`config.mk`:
```
export PLATFORM = sky130hd
export DESIGN_NAME = block_mover
export DESIGN_NICKNAME = d
export VERILOG_FILES = /design/src/rtl/block_mover.sv
export SDC_FILE = /design/constraint.sdc
export NUM_CORES = 1
export LEC_CHECK = 0
export CELL_PAD_IN_SITES_DETAIL_PLACEMENT = 1
export CELL_PAD_IN_SITES_GLOBAL_PLACEMENT = 2
export CORE_MARGIN = 1.5
export CORE_UTILIZATION = 29
export DETAILED_ROUTE_END_ITERATION = 10
export GPL_TIMING_DRIVEN = 0
export PLACE_DENSITY = 0.81
export SETUP_SLACK_MARGIN = 0.3
export SYNTH_ARGS = -nofsm -noshare
export SYNTH_HDL_FRONTEND = slang
export SYNTH_SLANG_ARGS = --single-unit
```
`constraint.sdc`:
```
create_clock -name clk -period 3.3 [get_ports clk]
set_input_delay 0.495 -clock clk [delete_from_list [all_inputs] [get_ports clk]]
set_output_delay 0.495 -clock clk [all_outputs]
set_load 0.03 [all_outputs]
```
`src/rtl/block_mover.sv`:
```
// block_mover: moves the active block along its row, bounces at the edges, reports the drop column.
// Latency: all outputs registered; start/step/drop take effect on the edge they are sampled.
// Backpressure: none; inputs are sampled every cycle, start is ignored outside IDLE, drop outside MOVE.
//
// Ports:
//   clk, reset                         clock and synchronous active-high reset
//   start, new_x/y_position, new_direction   row start values from the row counter
//   move_tick, drop                    frame tick and player drop request
//   x_pos, y_pos, direction, moving    current block state for the drawing logic
//   inc_row, placed_valid, placed_x    one-cycle drop report to row counter / scoring
module block_mover #(
  parameter logic [7:0] X_MIN     = 8'd0,
  parameter logic [7:0] X_MAX     = 8'd144,
  parameter logic [7:0] STEP      = 8'd1,
  parameter int         SPEED_DIV = 4
) (
  input  logic       clk,
  input  logic       reset,
  input  logic       start,
  input  logic [7:0] new_x_position,
  input  logic [6:0] new_y_position,
  input  logic       new_direction,
  input  logic       move_tick,
  input  logic       drop,
  output logic [7:0] x_pos,
  output logic [6:0] y_pos,
  output logic       direction,
  output logic       moving,
  output logic       inc_row,
  output logic       placed_valid,
  output logic [7:0] placed_x
);

  localparam int DIV_W = (SPEED_DIV > 1) ? $clog2(SPEED_DIV) : 1;
  localparam logic [DIV_W-1:0] DIV_LAST = DIV_W'(SPEED_DIV - 1);

  localparam logic [1:0] S_IDLE  = 2'd0;
  localparam logic [1:0] S_MOVE  = 2'd1;
  localparam logic [1:0] S_PLACE = 2'd2;

  logic [1:0]       state_q, state_d;
  logic [7:0]       x_q, x_d;
  logic [6:0]       y_q, y_d;
  logic             dir_q, dir_d;
  logic             moving_q, moving_d;
  logic             inc_row_q, inc_row_d;
  logic             placed_valid_q, placed_valid_d;
  logic [7:0]       placed_x_q, placed_x_d;
  logic [DIV_W-1:0] div_q, div_d;

  always_comb begin
    state_d        = state_q;
    x_d            = x_q;
    y_d            = y_q;
    dir_d          = dir_q;
    moving_d       = 1'b0;
    inc_row_d      = 1'b0;
    placed_valid_d = 1'b0;
    placed_x_d     = placed_x_q;
    div_d          = div_q;

    case (state_q)
      S_IDLE: begin
        if (start) begin
          // Out-of-range start columns are pulled onto the nearer edge.
          if (new_x_position <= X_MIN)      x_d = X_MIN;
          else if (new_x_position >= X_MAX) x_d = X_MAX;
          else                              x_d = new_x_position;
          y_d      = new_y_position;
          dir_d    = new_direction;
          div_d    = '0;
          moving_d = 1'b1;
          state_d  = S_MOVE;
        end
      end

      S_MOVE: begin
        moving_d = 1'b1;
        if (drop) begin
          // Drop takes priority: the column is frozen and the divider holds.
          placed_x_d     = x_q;
          inc_row_d      = 1'b1;
          placed_valid_d = 1'b1;
          moving_d       = 1'b0;
          state_d        = S_PLACE;
        end else if (move_tick) begin
          if (div_q == DIV_LAST) begin
            div_d = '0;
            // Edge tests in 9 bits so x+STEP cannot wrap; the direction flips
            // on the same edge the block lands on the boundary.
            if (dir_q) begin
              if (9'(x_q) + 9'(STEP) >= 9'(X_MAX)) begin
                x_d   = X_MAX;
                dir_d = 1'b0;
              end else begin
                x_d = x_q + STEP;
              end
            end else begin
              if (9'(x_q) <= 9'(X_MIN) + 9'(STEP)) begin
                x_d   = X_MIN;
                dir_d = 1'b1;
              end else begin
                x_d = x_q - STEP;
              end
            end
          end else begin
            div_d = div_q + 1'b1;
          end
        end
      end

      S_PLACE: begin
        state_d = S_IDLE;
      end

      default: begin
        state_d = S_IDLE;
      end
    endcase
  end

  always_ff @(posedge clk) begin
    if (reset) begin
      state_q        <= S_IDLE;
      x_q            <= X_MIN;
      y_q            <= 7'd104;
      dir_q          <= 1'b1;
      moving_q       <= 1'b0;
      inc_row_q      <= 1'b0;
      placed_valid_q <= 1'b0;
      placed_x_q     <= 8'd0;
      div_q          <= '0;
    end else begin
      state_q        <= state_d;
      x_q            <= x_d;
      y_q            <= y_d;
      dir_q          <= dir_d;
      moving_q       <= moving_d;
      inc_row_q      <= inc_row_d;
      placed_valid_q <= placed_valid_d;
      placed_x_q     <= placed_x_d;
      div_q          <= div_d;
    end
  end

  assign x_pos        = x_q;
  assign y_pos        = y_q;
  assign direction    = dir_q;
  assign moving       = moving_q;
  assign inc_row      = inc_row_q;
  assign placed_valid = placed_valid_q;
  assign placed_x     = placed_x_q;

endmodule

```
==> flow_summary.yaml <==
logic_synthesis:
  yosysSeqAreaShare_pct: 34.63
  ys.flop_type: "dfxtp_1"
  syn_area_sq_mm: 0.001734
  synthesis.nets: 233
  async_reset_ff_share_pct: 0
  synth.avg_cell_area_sq_um: 8.337
  synth_seq_cells: 30
  synth_cell_types: 56
  synth-edff-count: 0
  yosysWarnings: 0
  syn_inst: 208
worst_setup_path:
  arrival_ns: 2.62
  cp_cell_sequence: "ha_1, clkbuf_1, and3_2, a21oi_1, o21a_1, or3_1, a221oi_1"
  r2r-start: "x_pos[0]$_SDFFE_PP0P_"
  critPathCaptureType: "flop"
  path_buf_inv: 1
  cp_top_family: "simple AND/OR/NAND/NOR gates"
  reg2reg_slack_ns: 0.87
  cp.required_ns: 3.50
  critPathLaunchType: "flop"
  worstRegToRegCells: 7
  setup.worst_path.class: "flop to flop"
  slowest_stage: "dfxtp_1"
  critPathMaxStageDelay_ns: 0.55
  cp_max_fo: 10
  r2r_end: "x_pos[1]$_SDFFE_PP0P_"
placed_design:
  place_hpwl_mm: 4.032
  postPlaceCellArea_sq_mm: 0.002295
  port_buffers: 47
  place.gp.congestion: 0.8551
  placedCellCount: 327
  dp_worst_setup_slack_ns: 0.8110
power:
  p_seq_share_pct: 34.9
  ir_worst_vdd_mv: 0.2389
  p_leak_nw: 0.9640
  clockPowerShare_pct: 40.6
  p_sw_mw: 0.3350
  switching_share_pct: 28.80
  power_density_mw_per_mm2: 477.3
  p_int_mw: 0.8283
  combPwrFrac_pct: 24.5
run_status:
  status: "finished, final reports clean"
sta:
  timing.slew.headroom_pct: 17.99
  worst_slack_ns: 0.8731
  rsz0062_at_grt: "false"
  fin_tns_setup_ns: 0
  hold_viol_final: 0
  timing.final.crit_share_pct: 73.54
  max_freq_ghz: 0.4121
  setup_viol: 0
  tightest_slew_ns: 1.199
  skew_ns: 0.006118
  period_minus_slack_ns: 2.427
  timing.hold.ws_ns: 0.4687
  slew_violations: 0
routing:
  routed_wl_mm: 5.448
  drc: 0
  drt-pass1-iter-count: 4
  wl_per_cell_um: 16.26
  antenna_left: 0
  routed_via_density: 5.287
  via_count: 1771
  drt_iter0_drc: 69
cells_and_area:
  final_common_cell: "clkdlybuf4s50_1"
  fin_area_sq_mm: 0.002437
  layout_common_cells: "47 x clkdlybuf4s50_1, 30 x dfxtp_1, 27 x nor2_1, 14 x nand2_1"
  drive_gt1_share_pct: 8.745
  nNetsFinal: 287
  area_delta_synth_final_pct: 40.55
  fin_cells: 335
  antenna_cells: 0
global_route:
  grt_use_total_pct: 18.01
  grt_max_degree: 11
  grt_pass1_vias: 1714
  antenna_found_initial: 0
  grt_pass1_wl_mm: 8.845
  grt-ovfl-total: 0
cts:
  cts_setup_buffers: 0
  max-clock-path-buffers: 2
  cts_tree: "yes"
  insertion_delay_ns: 0.28
  clk_pin_slew_ns: 0.07
  cts_made_buffers: 5
  h-tree-depth: 2
  cts_resized: 0
  clockRootBuffer: "clkbuf_8"
  cts.sink_count: 30
  cts_hold_buf: 0
floorplanning:
  dieArea_sq_mm: 0.006453
  rows: 27
  coreArea_sq_mm: 0.005642
  fp.dieH_um: 80.33
  die_w_um: 80.33
  pin_count: 48
  start_util_pct: 30.74
worst_hold_path:
  hold_path.class: "flop to flop"
  hp-start: "div_q[1]$_SDFFE_PP0P_"
  min_to: "div_q[1]$_SDFFE_PP0P_"
  hold_depth: 2
flow_run:
  max_cap_violations: 0
## registers in the layout, indices dropped and copies added (netlist names)
signal,flops
div_q,2
y_pos,7
state_q,2
moving,1
direction,1
x_pos,8
placed_valid,1
placed_x,8
## logic make-up after synthesis
logic type      count (synthesis)  synth area share (%)
simple gates                   79                 23.30
compound gates                 55                 22.08
flops                          30                 34.63
buf+inv                        21                 6.565
mux                            13                 7.503
xor+xnor                        6                 3.030
fa+ha+maj                       4                 2.886
## worst max-delay path by stage
| stage | start | endpoint | depth (start not counted) |
|---|---|---|---|
| after floorplan | x_pos[0]$_SDFFE_PP0P_ | x_pos[1]$_SDFFE_PP0P_ | 7 |
| after global placement | drop | x_pos[4]$_SDFFE_PP0P_ | 7 |
| after detailed placement | drop | x_pos[4]$_SDFFE_PP0P_ | 7 |
| after CTS | x_pos[0]$_SDFFE_PP0P_ | x_pos[1]$_SDFFE_PP0P_ | 7 |
| after global routing | x_pos[0]$_SDFFE_PP0P_ | x_pos[1]$_SDFFE_PP0P_ | 7 |
| final | x_pos[0]$_SDFFE_PP0P_ | x_pos[1]$_SDFFE_PP0P_ | 7 |
## cell usage after synthesis (3+ instances only)
cell type | count | area, sq um
a31oi_1 | 4 | 25.02
or3_1 | 3 | 18.77
o21ai_0 | 13 | 65.06
buf_4 | 4 | 30.03
nand2_1 | 14 | 52.55
dfxtp_1 | 30 | 600.6
nand4_1 | 4 | 25.02
clkbuf_1 | 6 | 22.52
a211oi_1 | 4 | 30.03
nor2_1 | 27 | 101.4
o211ai_1 | 4 | 30.03
mux2i_1 | 13 | 130.1
a21oi_1 | 8 | 40.04
xor2_1 | 4 | 35.03
nor3_1 | 6 | 30.03
inv_1 | 6 | 22.52
ha_1 | 4 | 50.05
nor2b_1 | 6 | 37.54
## metrics by stage
stage / util, % / power [mW]
global placement: 40.67 / 0.6977
floorplan: - / 0.5879
CTS: 43.20 / 1.174
detailed placement: 40.67 / 0.6990
global route: 43.20 / 1.222
finish: 43.20 / 1.163
## cell type report
| type | count | area [sq um] |
|---|---|---|
| clock buffer | 6 | 82.58 |
| fill | 671 | 3204 |
| clock inverter | 2 | 60.06 |
| buffer | 15 | 91.34 |
| tap | 72 | 90.09 |
| timing repair buffer | 47 | 470.5 |
| multi-input combinational | 157 | 1020 |
| inverter | 6 | 22.52 |
| sequential | 30 | 600.6 |
## routing by layer
metal	up-vias	track usage (%)	wire [um]
li1	867	-	-
met1	848	23.74	2616
met2	50	28.99	2507
met3	6	3.409	248
met4	0	6.552	75
met5	-	0	0
## tightest hold or removal path, delay by kind of cell (launching register included)
family          cells  cell delay [ns]
simple gates        1             0.06
flops               1             0.32
compound gates      1             0.05
## power groups by stage
stage	clock, mW	combinational, mW	sequential, mW
after floorplan	0	0.145	0.443
after global placement	0	0.284	0.414
after detailed placement	0	0.285	0.414
after CTS	0.481	0.287	0.406
after global routing	0.502	0.310	0.410
final	0.472	0.285	0.406
No activity file was read; power rests on OpenSTA's default activity.
